## config.mk

```make
export PLATFORM = sky130hd
export DESIGN_NAME = mem_arbiter
export DESIGN_NICKNAME = d
export VERILOG_FILES = /design/src/rtl/mem_arbiter.sv
export SDC_FILE = /design/constraint.sdc
export NUM_CORES = 1
export LEC_CHECK = 0
export CORE_AREA = 10 10 278 280
export CTS_CLUSTER_DIAMETER = 50
export DETAILED_ROUTE_END_ITERATION = 8
export DIE_AREA = 0 0 288 290
export PLACE_DENSITY = 0.6
export SLEW_MARGIN = 5
export SYNTH_ARGS = -nofsm -noshare
export SYNTH_HDL_FRONTEND = slang
export SYNTH_SLANG_ARGS = --single-unit
```

## constraint.sdc

```tcl
create_clock -name CLK -period 4.65 [get_ports CLK]
set_clock_uncertainty 0.15 [all_clocks]
set_input_delay 0.93 -clock CLK [delete_from_list [all_inputs] [get_ports CLK]]
set_output_delay 0.93 -clock CLK [all_outputs]
set_load 0.1 [all_outputs]
```

## src/rtl/mem_arbiter.sv

```systemverilog
// Arbitrates one block-wide main memory port between the I-cache and D-cache miss ports.
// Define MEM_ARB_PERF_EN to add grant/conflict performance counters.
module mem_arbiter #(
    parameter int ADDR_W       = 28,
    parameter int DATA_W       = 128,
    parameter int STARVE_LIMIT = 4
) (
    input  logic              CLK,
    input  logic              RESET,
    input  logic              INST_MEM_READ,
    input  logic [ADDR_W-1:0] INST_MEM_ADDRESS,
    output logic [DATA_W-1:0] INST_MEM_READDATA,
    output logic              INST_MEM_BUSYWAIT,
    input  logic              DATA_MEM_READ,
    input  logic              DATA_MEM_WRITE,
    input  logic [ADDR_W-1:0] DATA_MEM_ADDRESS,
    input  logic [DATA_W-1:0] DATA_MEM_WRITEDATA,
    output logic [DATA_W-1:0] DATA_MEM_READDATA,
    output logic              DATA_MEM_BUSYWAIT,
    output logic              MEM_READ,
    output logic              MEM_WRITE,
    output logic [ADDR_W-1:0] MEM_ADDRESS,
    output logic [DATA_W-1:0] MEM_WRITEDATA,
    input  logic [DATA_W-1:0] MEM_READDATA,
    input  logic              MEM_BUSYWAIT
`ifdef MEM_ARB_PERF_EN
    ,
    output logic [31:0]       INST_GRANT_CNT,
    output logic [31:0]       DATA_GRANT_CNT,
    output logic [31:0]       CONFLICT_CNT
`endif
);

    localparam int SC_W = $clog2(STARVE_LIMIT + 1);

    typedef enum logic [1:0] {IDLE, ISSUE, WAIT, DONE} state_t;
    typedef enum logic [1:0] {G_NONE, G_INST, G_DATA} grant_t;

    state_t            state, state_nxt;
    grant_t            grant;
    logic              cmd_write;
    logic              wb_done;
    logic [ADDR_W-1:0] addr_q;
    logic [DATA_W-1:0] wdata_q;
    logic [SC_W-1:0]   starve_cnt;

    logic i_req, d_req, any_req, starved, pick_d;

    assign i_req   = INST_MEM_READ;
    assign d_req   = DATA_MEM_READ | DATA_MEM_WRITE;
    assign any_req = i_req | d_req;
    assign starved = (starve_cnt == SC_W'(STARVE_LIMIT));
    assign pick_d  = d_req && !(i_req && starved);

    assign MEM_ADDRESS   = addr_q;
    assign MEM_WRITEDATA = wdata_q;

    always_ff @(posedge CLK or negedge RESET) begin
        if (!RESET) state <= IDLE;
        else        state <= state_nxt;
    end

    always_comb begin
        state_nxt         = state;
        MEM_READ          = 1'b0;
        MEM_WRITE         = 1'b0;
        INST_MEM_BUSYWAIT = i_req;
        DATA_MEM_BUSYWAIT = d_req;
        case (state)
            IDLE:  if (any_req) state_nxt = ISSUE;
            ISSUE: begin
                MEM_READ  = !cmd_write;
                MEM_WRITE = cmd_write;
                state_nxt = WAIT;
            end
            WAIT: begin
                MEM_READ  = !cmd_write;
                MEM_WRITE = cmd_write;
                if (!MEM_BUSYWAIT) state_nxt = DONE;
            end
            DONE: begin
                state_nxt = IDLE;
                if (grant == G_INST) INST_MEM_BUSYWAIT = 1'b0;
                // a writeback that still has its refill pending keeps the D side stalled
                if (grant == G_DATA && !wb_done) DATA_MEM_BUSYWAIT = 1'b0;
            end
            default: state_nxt = IDLE;
        endcase
    end

    always_ff @(posedge CLK or negedge RESET) begin
        if (!RESET) begin
            grant             <= G_NONE;
            cmd_write         <= 1'b0;
            wb_done           <= 1'b0;
            addr_q            <= '0;
            wdata_q           <= '0;
            starve_cnt        <= '0;
            INST_MEM_READDATA <= '0;
            DATA_MEM_READDATA <= '0;
        end else begin
            case (state)
                IDLE: begin
                    if (!DATA_MEM_READ) wb_done <= 1'b0;
                    if (any_req) begin
                        if (pick_d) begin
                            grant     <= G_DATA;
                            addr_q    <= DATA_MEM_ADDRESS;
                            wdata_q   <= DATA_MEM_WRITEDATA;
                            cmd_write <= DATA_MEM_WRITE && !(wb_done && DATA_MEM_READ);
                            if (i_req && !starved) starve_cnt <= starve_cnt + SC_W'(1);
                        end else begin
                            grant      <= G_INST;
                            addr_q     <= INST_MEM_ADDRESS;
                            cmd_write  <= 1'b0;
                            starve_cnt <= '0;
                        end
                    end
                end
                WAIT: if (!MEM_BUSYWAIT) begin
                    // data for a withdrawn request is dropped, not captured
                    if (grant == G_INST && !cmd_write && INST_MEM_READ)
                        INST_MEM_READDATA <= MEM_READDATA;
                    if (grant == G_DATA) begin
                        if (!cmd_write && DATA_MEM_READ) DATA_MEM_READDATA <= MEM_READDATA;
                        wb_done <= cmd_write && DATA_MEM_READ;
                    end
                end
                default: ;
            endcase
        end
    end

`ifdef MEM_ARB_PERF_EN
    always_ff @(posedge CLK or negedge RESET) begin
        if (!RESET) begin
            INST_GRANT_CNT <= '0;
            DATA_GRANT_CNT <= '0;
            CONFLICT_CNT   <= '0;
        end else if (state == IDLE && any_req) begin
            if (pick_d) DATA_GRANT_CNT <= DATA_GRANT_CNT + 32'd1;
            else        INST_GRANT_CNT <= INST_GRANT_CNT + 32'd1;
            if (i_req && d_req) CONFLICT_CNT <= CONFLICT_CNT + 32'd1;
        end
    end
`endif

endmodule

```

==> results.toml, run 1 <==
[synth]
ys_dominant_reg_cell = "sky130_fd_sc_hd__dfrtp_1"
synthMostInstantiatedCell = "sky130_fd_sc_hd__dfrtp_1"
syn-cell-area_sq_um = 16700
synth_area_per_cell_sq_um = 16.7
number_of_enable_flip_flop_cells_after_synthesis = 0
synth.top_cell.area_share_pct = 63.1
synth_commonest_cells = "421 x sky130_fd_sc_hd__dfrtp_1, 284 x sky130_fd_sc_hd__mux2_2, 100 x sky130_fd_sc_hd__mux2_4, 29 x sky130_fd_sc_hd__a31oi_1, 29 x sky130_fd_sc_hd__o21ai_0"
syn_nets = 1325
synth.yosys.seq_area_share_pct = 63.1
synth_area_leaders = "sky130_fd_sc_hd__dfrtp_1 63%, sky130_fd_sc_hd__mux2_2 19%, sky130_fd_sc_hd__mux2_4 9.0%"
yosys_warnings = 0
postSynthRegisterBits = 421
syn_inst = 1002
unique_masters_post_synth = 39
async_reset_ff_share_pct = 100
synth.largest_area_cell = "sky130_fd_sc_hd__dfrtp_1"

[global_routing]
grt_usage_pct = 13.8
grt_util_met3_pct = 4.49
grtUsageMet1_pct = 14.5
grt_antenna_before_repair = 1
met2_usage_pct = 25.8
globalRoute.totalOverflow = 0
pin_count_of_the_biggest_net_entering_global_routing = 89
grt_busiest_layer = "met2"
grt_first_pass_wirelength_um = 88900
first_global_vias = 13018

[routing]
wirelength_um = 60100
route.detailed.drc = 0
detailed_route_via_count = 11602
post_drt_wl_per_cell_um = 21.8
final_antenna_net_count = 0
detail_route.iter0.violations = 356
detailedRoute.firstPassIterationCount = 5
post_drt_via_cell_ratio = 4.22

[die]
floorplan.initialDensity_pct = 23.4
fp.dieW_um = 288
pin_count = 734
die_area_sq_um = 83500
die_h_um = 290
rows = 98
core_area_sq_um = 71400

[place]
port-buffer-count = 733
finalWeightedCongestion = 0.804
place.detailed.instances = 2652
detailedPlacementHpwl_um = 46800
post-place-ws_ps = 1180

[timing]
fin_crit_ps = 3800
final.hold.worst_slack_ps = 198
worst-slew-pin-transition_ps = 1220
timing.final.setup_violations = 0
final_worst_setup_slack_ps = 848
timing.max_slew.rel_slack_pct = 18.9
maxClockFrequency_ghz = 0.263
finalSetupTns_ps = 0
finalHoldViolCount = 0
fin_crit_sh_pct = 81.8
grt_setup_unrepaired = "false"
slew_limit_fails = 0

[cells_and_area]
area_growth_syn_to_layout_pct = 61.4
design.final.nets = 2082
drive_above_1_share_pct = 28.6
layout.cells.non_filler = 2752

[critical_path]
critPathTopFamily = "buffers and inverters"
timing.setup.critical_path_class = "reg2out"
end_kind = "primary output"
cp_slowest_cell = "sky130_fd_sc_hd__clkdlybuf4s50_1"
launch_point_of_the_worst_reg_to_reg_path = "state[0]"
path_depth = 4
endpoint = "MEM_WRITE"
rr_endpoint = "INST_MEM_READDATA[14]"
crit_required_ps = 3570
critical_path_buf_inv_count = 2
critical-path-max-stage-delay_ps = 1170
worst_setup_path_startpoint = "state[0]"
timing.critical_path.cells = "inv_1 -> ha_1 -> and2_1 -> clkdlybuf4s50_1"
worst_path_maximum_fanout = 3
cp.arrival_ps = 2720
worstRegToRegCells = 6
r2r_setup_slack_ps = 1950
critical_path_start_type = "flop"

[clock_network]
cts_hold_buf = 0
cts.root.buffer_cell = "sky130_fd_sc_hd__clkbuf_16"
clkLatencyLatePin_ps = 580
postCtsSetupBuffers = 0
cts-buffers-inserted = 55
clk_transition_reported_paths_ps = 60
clk_path_buf_depth = 3
cts.repair.resized = 0
cts.sink_count = 421
cts_tree = "built"
cts_htree_levels = 2

[run_status]
outcome = "complete, no violations"

[hold_path]
hp_class = "in2async"

[job]
maxCapViolations = 0
[layout make-up]
class / count / area [sq um]
antenna: 1 / 2.50
clock buffer: 76 / 1610
clock inverter: 23 / 274
fill: 6738 / 44400
inverter: 7 / 26.3
multi-input combinational: 512 / 5620
sequential: 421 / 10500
tap: 950 / 1190
timing repair buffer: 762 / 7680
[state kept, by name, summed over array words and instances, names as in the netlist]
signal / count
DATA_MEM_READDATA: 128
MEM_ADDRESS: 28
wb_done: 1
MEM_WRITEDATA: 128
grant: 2
state: 2
starve_cnt: 3
cmd_write: 1
INST_MEM_READDATA: 128
[layout by cell type, fill, tap and decap left out, types with 3 or more instances in the layout]
cell	n
sky130_fd_sc_hd__nor2b_1	3
sky130_fd_sc_hd__inv_6	6
sky130_fd_sc_hd__a31oi_1	29
sky130_fd_sc_hd__o21ai_0	29
sky130_fd_sc_hd__inv_1	7
sky130_fd_sc_hd__clkbuf_8	13
sky130_fd_sc_hd__clkbuf_1	7
sky130_fd_sc_hd__clkinv_2	5
sky130_fd_sc_hd__clkbuf_16	56
sky130_fd_sc_hd__buf_4	21
sky130_fd_sc_hd__a2bb2oi_1	28
sky130_fd_sc_hd__clkinv_4	6
sky130_fd_sc_hd__nand3_1	3
sky130_fd_sc_hd__mux2_4	100
sky130_fd_sc_hd__bufinv_16	4
sky130_fd_sc_hd__buf_12	10
sky130_fd_sc_hd__nand2_1	5
sky130_fd_sc_hd__ha_1	5
sky130_fd_sc_hd__dfrtp_1	421
sky130_fd_sc_hd__mux2_2	284
sky130_fd_sc_hd__clkdlybuf4s50_1	730
[cells by family after synthesis]
group | Yosys count | share of synthesized area, %
buffers and inverters | 69 | 3.40
AND/OR/NAND/NOR | 23 | 0.825
flip-flops | 421 | 63.1
AO/OA/AOI/OAI | 99 | 4.03
multiplexers | 385 | 28.2
adder cells (fa/ha/maj) | 5 | 0.375
[worst min path at each step]
stage | slack (ps) | depth (start not counted) | to | startpoint
after floorplan | 330 | 2 | starve_cnt[1] | starve_cnt[1]
after global placement | 320 | 1 | MEM_WRITEDATA[124] | MEM_WRITEDATA[124]
after detailed placement | 340 | 1 | MEM_WRITEDATA[124] | MEM_WRITEDATA[124]
after CTS | 200 | 1 | MEM_WRITEDATA[121] | RESET
after global routing | 230 | 1 | MEM_WRITEDATA[121] | RESET
final | 200 | 1 | MEM_WRITEDATA[126] | RESET
[layer usage]
metal	vias up	routed length [um]
met5	-	0
met4	0	1270
met3	71	4960
met1	5958	21600
met2	422	32200
li1	5151	-
[through the flow]
| step | util (%) | area (sq um) |
|---|---|---|
| after floorplan | - | 16700 |
| after global placement | 35.1 | 25100 |
| after detailed placement | 35.1 | 25100 |
| after CTS | 37.7 | 26900 |
| after global routing | 37.7 | 26900 |
| final | 37.7 | 26900 |
Power of run 1 is not shown: default switching activity piles up to over one toggle a cycle in this logic, so the estimate is an artifact.
==> run 2: changes to the inputs <==
--- a/config.mk
+++ b/config.mk
@@ -5,11 +5,11 @@
 export SDC_FILE = /design/constraint.sdc
 export NUM_CORES = 1
 export LEC_CHECK = 0
-export CORE_AREA = 10 10 278 280
+export CORE_AREA = 10 10 277 279
 export CTS_CLUSTER_DIAMETER = 50
 export DETAILED_ROUTE_END_ITERATION = 8
-export DIE_AREA = 0 0 288 290
-export PLACE_DENSITY = 0.6
+export DIE_AREA = 0 0 287 289
+export PLACE_DENSITY = 0.62
 export SLEW_MARGIN = 5
 export SYNTH_ARGS = -nofsm -noshare
 export SYNTH_HDL_FRONTEND = slang
==> constraint.sdc (replaced) <==
create_clock -name CLK -period 3.37 [get_ports CLK]
set_clock_uncertainty 0.15 [all_clocks]
set_input_delay 0.674 -clock CLK [delete_from_list [all_inputs] [get_ports CLK]]
set_output_delay 0.674 -clock CLK [all_outputs]
set_load 0.1 [all_outputs]
==> run 2 against run 1 <==
Effect of this change: final area shrank 3.1%; via count rose by 0.84%; worst hold slack got worse by 190 ps; core utilization shrank 1.0 points; wire length fell by 0.91%; first-iteration DRC count grew 8.7%.
==> results.toml, run 2 (synthesis results as in run 1) <==
[hold_path]
hp_class = "in2async"

[timing]
fin_crit_sh_pct = 83.2
worst-slew-pin-transition_ps = 820
fin_crit_ps = 2800
finalSetupTns_ps = 0
slew_limit_fails = 0
timing.final.setup_violations = 0
grt_setup_unrepaired = "false"
maxClockFrequency_ghz = 0.357
timing.max_slew.rel_slack_pct = 45.4
finalHoldViolCount = 0

[critical_path]
rr_endpoint = "INST_MEM_READDATA[73]"
endpoint = "INST_MEM_BUSYWAIT"
worstRegToRegCells = 6
end_kind = "primary output"
launch_point_of_the_worst_reg_to_reg_path = "state[0]"
cp.arrival_ps = 1980
cp_slowest_cell = "sky130_fd_sc_hd__clkdlybuf4s50_1"
r2r_setup_slack_ps = 690
worst_path_maximum_fanout = 7
critical_path_start_type = "input pin"
timing.setup.critical_path_class = "in2out"
critical-path-max-stage-delay_ps = 650
crit_required_ps = 2550
worst_setup_path_startpoint = "INST_MEM_READ"
timing.critical_path.cells = "clkdlybuf4s50_1 -> inv_1 -> a21oi_1 -> buf_12"

[run_status]
outcome = "complete, no violations"

[clock_network]
postCtsSetupBuffers = 0
cts.repair.resized = 0
cts.sink_count = 421
clk_transition_reported_paths_ps = 60
cts_htree_levels = 2
clk_path_buf_depth = 3
cts-buffers-inserted = 57
cts_hold_buf = 0
cts_tree = "built"
clkLatencyLatePin_ps = 580
cts.root.buffer_cell = "sky130_fd_sc_hd__clkbuf_16"

[global_routing]
grt_antenna_before_repair = 6
grt_usage_pct = 13.5
grt_util_met3_pct = 4.43
grtUsageMet1_pct = 14.7
pin_count_of_the_biggest_net_entering_global_routing = 91
grt_busiest_layer = "met2"
met2_usage_pct = 24.4
grt_first_pass_wirelength_um = 86300
globalRoute.totalOverflow = 0
first_global_vias = 12720

[job]
maxCapViolations = 0

[die]
core_area_sq_um = 71100
pin_count = 734
die_h_um = 289
rows = 98
die_area_sq_um = 82900
fp.dieW_um = 287
floorplan.initialDensity_pct = 23.5

[routing]
detailed_route_via_count = 11700
detailedRoute.firstPassIterationCount = 6
detail_route.iter0.violations = 387
final_antenna_net_count = 0
route.detailed.drc = 0
wirelength_um = 59500
post_drt_via_cell_ratio = 4.23
post_drt_wl_per_cell_um = 21.5

[cells_and_area]
design.final.nets = 2088
area_growth_syn_to_layout_pct = 56.4
drive_above_1_share_pct = 51.7
most_common_cell_after_layout_fill_and_taps_aside = "sky130_fd_sc_hd__buf_4"
highest_count_cells_in_the_layout_ignoring_fill_and_taps = "436 x sky130_fd_sc_hd__buf_4, 421 x sky130_fd_sc_hd__dfrtp_1, 316 x sky130_fd_sc_hd__clkdlybuf4s50_1"

[place]
detailedPlacementHpwl_um = 46100
port-buffer-count = 733
finalWeightedCongestion = 0.816
## run 2: cell types whose count changed in the layout (fill, tap and decap cells not counted), sizes merged
cell	delta
clkinvlp	+4
inv	+1
bufinv	+6
buf	+418
diode	+7
clkdlybuf4s50	-414
clkbuf	-7
## run 2: how the worst min path moves through the flow
stage,slack [ps],end,startpoint,cells past startpoint
finish,6,MEM_WRITEDATA[117],RESET,1
global route,40,MEM_WRITEDATA[76],RESET,1
global placement,330,MEM_WRITEDATA[124],MEM_WRITEDATA[124],1
floorplan,230,DATA_MEM_READDATA[0],RESET,0
detailed placement,340,DATA_MEM_READDATA[43],DATA_MEM_READDATA[43],1
CTS,2,MEM_WRITEDATA[117],RESET,1
## run 2: critical path, delay by kind of cell
kind / cells / cell delay, ps
AOI/OAI and AO/OA: 1 / 280
buffers and inverters: 3 / 1020
## run 2: final cells by class
type	count	area (sq um)
Tap cell	950	1190
Timing Repair Buffer	766	6710
Multi-Input combinational cell	512	5620
Inverter	7	26.3
Clock inverter	34	490
Clock buffer	69	1510
Sequential cell	421	10500
Antenna cell	8	20.0
Fill cell	6821	45000
## run 2: per-stage QoR
stage                     instances  cell area, sq um  util [%]  worst slack (ps)  hold WS [ps]
after detailed placement       2656             24100      33.9               237           344
final                          2767             26100      36.7               567          6.35
after global routing           2765             26100      36.7               514          38.6
after floorplan                1002             16700         -              82.3           228
after global placement         2656             24100      33.9               277           328
after CTS                      2759             26100      36.7               552          1.52
## run 2: layer usage
layer  routed length (um)  share of wire (%)
met1                21700                 36
met2                31800                 53
met3                 4520                7.6
met4                 1560                2.6
met5                    0                  0
Power of run 2 is left out for the same reason.
==> run 3: changes to the inputs <==
==> constraint.sdc (replaced) <==
create_clock -name CLK -period 2.3 [get_ports CLK]
set_clock_uncertainty 0.15 [all_clocks]
set_input_delay 0.46 -clock CLK [delete_from_list [all_inputs] [get_ports CLK]]
set_output_delay 0.46 -clock CLK [all_outputs]
set_load 0.1 [all_outputs]
==> run 3 against run 2 <==
Effect of this change: critical path depth is the same; sequential share of layout area is 0.81 points lower; wire length is 1.9% higher; core utilization up 0.75 points; die area is the same; final cell count grew 1.4%; highest routed layer is now met5.
==> results.toml, run 3 (synthesis results as in run 1) <==
[global_routing]
first_global_vias = 13315
grt_first_pass_wirelength_um = 87800
globalRoute.totalOverflow = 0
grt_antenna_before_repair = 5
grt_usage_pct = 13.8
pin_count_of_the_biggest_net_entering_global_routing = 88

[critical_path]
timing.setup.critical_path_class = "reg2out"
r2r_setup_slack_ps = 70
critPathTopFamily = "flip-flops"
timing.critical_path.cells = "inv_2 -> ha_4 -> nor2b_4 -> buf_12"
critical-path-max-stage-delay_ps = 410
critical_path_buf_inv_count = 2
worst_path_maximum_fanout = 4
critical_path_start_type = "flop"
crit_required_ps = 1690
end_kind = "primary output"
cp.arrival_ps = 1680
cp_slowest_cell = "sky130_fd_sc_hd__dfrtp_1"

[routing]
final_antenna_net_count = 0
detail_route.iter0.violations = 492
route.detailed.drc = 0
detailedRoute.firstPassIterationCount = 4
met1_length_um = 21800
post_drt_wl_per_cell_um = 21.6
detailed_route_via_count = 11758
wirelength_um = 60700
detailroute.wirelength.met3_um = 4750
post_drt_via_cell_ratio = 4.19
routed-wl-met2_um = 32600
highest-signal-layer = "met5"

[clock_network]
clkLatencyLatePin_ps = 600
cts_tree = "built"
cts.root.buffer_cell = "sky130_fd_sc_hd__clkbuf_16"
cts-buffers-inserted = 58
cts_htree_levels = 2
cts.sink_count = 421
clk_path_buf_depth = 3
clk_transition_reported_paths_ps = 60

[timing]
slew_limit_fails = 0
fin_crit_ps = 2290
timing.max_slew.rel_slack_pct = 69.4
fin_crit_sh_pct = 99.5
grt_setup_unrepaired = "true"
timing.final.setup_violations = 0
maxClockFrequency_ghz = 0.437
worst-slew-pin-transition_ps = 460
finalHoldViolCount = 0

[cells_and_area]
drive_above_1_share_pct = 53.5
final_util_pct = 37.5
final_area_sq_um = 26600
highest_count_cells_in_the_layout_ignoring_fill_and_taps = "468 x sky130_fd_sc_hd__buf_4, 421 x sky130_fd_sc_hd__dfrtp_1, 316 x sky130_fd_sc_hd__clkdlybuf4s50_1"
area_growth_syn_to_layout_pct = 59.6
design.final.nets = 2131
most_common_cell_after_layout_fill_and_taps_aside = "sky130_fd_sc_hd__buf_4"

[die]
fp.dieW_um = 287
die_area_sq_um = 82900
rows = 98
pin_count = 734
floorplan.initialDensity_pct = 23.5
core_area_sq_um = 71100
die_h_um = 289

[run_status]
outcome = "complete, no violations"

[job]
maxCapViolations = 0

[place]
port-buffer-count = 733
post_dp_cell_area_sq_um = 24500
detailedPlacementHpwl_um = 47700
finalWeightedCongestion = 0.820

[hold_path]
hp_class = "in2async"
## run 3: cell types whose count changed in the layout (fill, tap and decap cells not counted), sizes merged
cell | previous run | this run
diode | 8 | 6
clkinvlp | 5 | 7
clkbuf | 69 | 72
clkinv | 12 | 7
dlygate4sd3 | 0 | 1
inv | 14 | 16
bufinv | 10 | 8
buf | 450 | 491
## run 3: layout make-up
type | instances | area [sq um]
Sequential cell | 421 | 10500
Tap cell | 950 | 1190
Clock buffer | 72 | 1620
Timing Repair Buffer | 808 | 7140
Antenna cell | 6 | 15.0
Inverter | 7 | 26.3
Multi-Input combinational cell | 512 | 5680
Fill cell | 6755 | 44500
Clock inverter | 31 | 434
## run 3: per-layer routing
metal	track usage, %	up-vias
met5	0	-
met4	4.56	2
met3	4.60	82
met2	25.3	442
met1	14.7	5992
li1	-	5240
## run 3: path summary, 6_finish.rpt
check	endpoint	cells after the start	from
min	MEM_WRITEDATA[120]	2	RESET
min reg2reg	INST_MEM_READDATA[80]	1	INST_MEM_READDATA[80]
max	MEM_READ	4	state[1]
min in group CLK	MEM_ADDRESS[18]	3	INST_MEM_ADDRESS[18]
max in group asynchronous	DATA_MEM_READDATA[51]	3	RESET
max reg2reg	INST_MEM_READDATA[9]	8	state[0]
## run 3: stage by stage
stage	worst slack, ps	cells	hold WS [ps]	TNS (ps)
after floorplan	9.90	1002	14.4	0
after global placement	-204	2696	259	-31740
after detailed placement	-200	2696	265	-33220
after CTS	-34.3	2800	193	-58.2
after global routing	-77.4	2806	229	-4010
final	11.9	2807	250	0
## run 3: timing repair
item / CTS / global route
setup endpoints to repair: 3 / 113
hold buffers: 1 / 0
resized for setup: 8 / 3
setup buffers: 0 / 1
hold endpoints to repair: 95 / 0
pin swaps: 1 / 1
Power of run 3 is left out for the same reason.
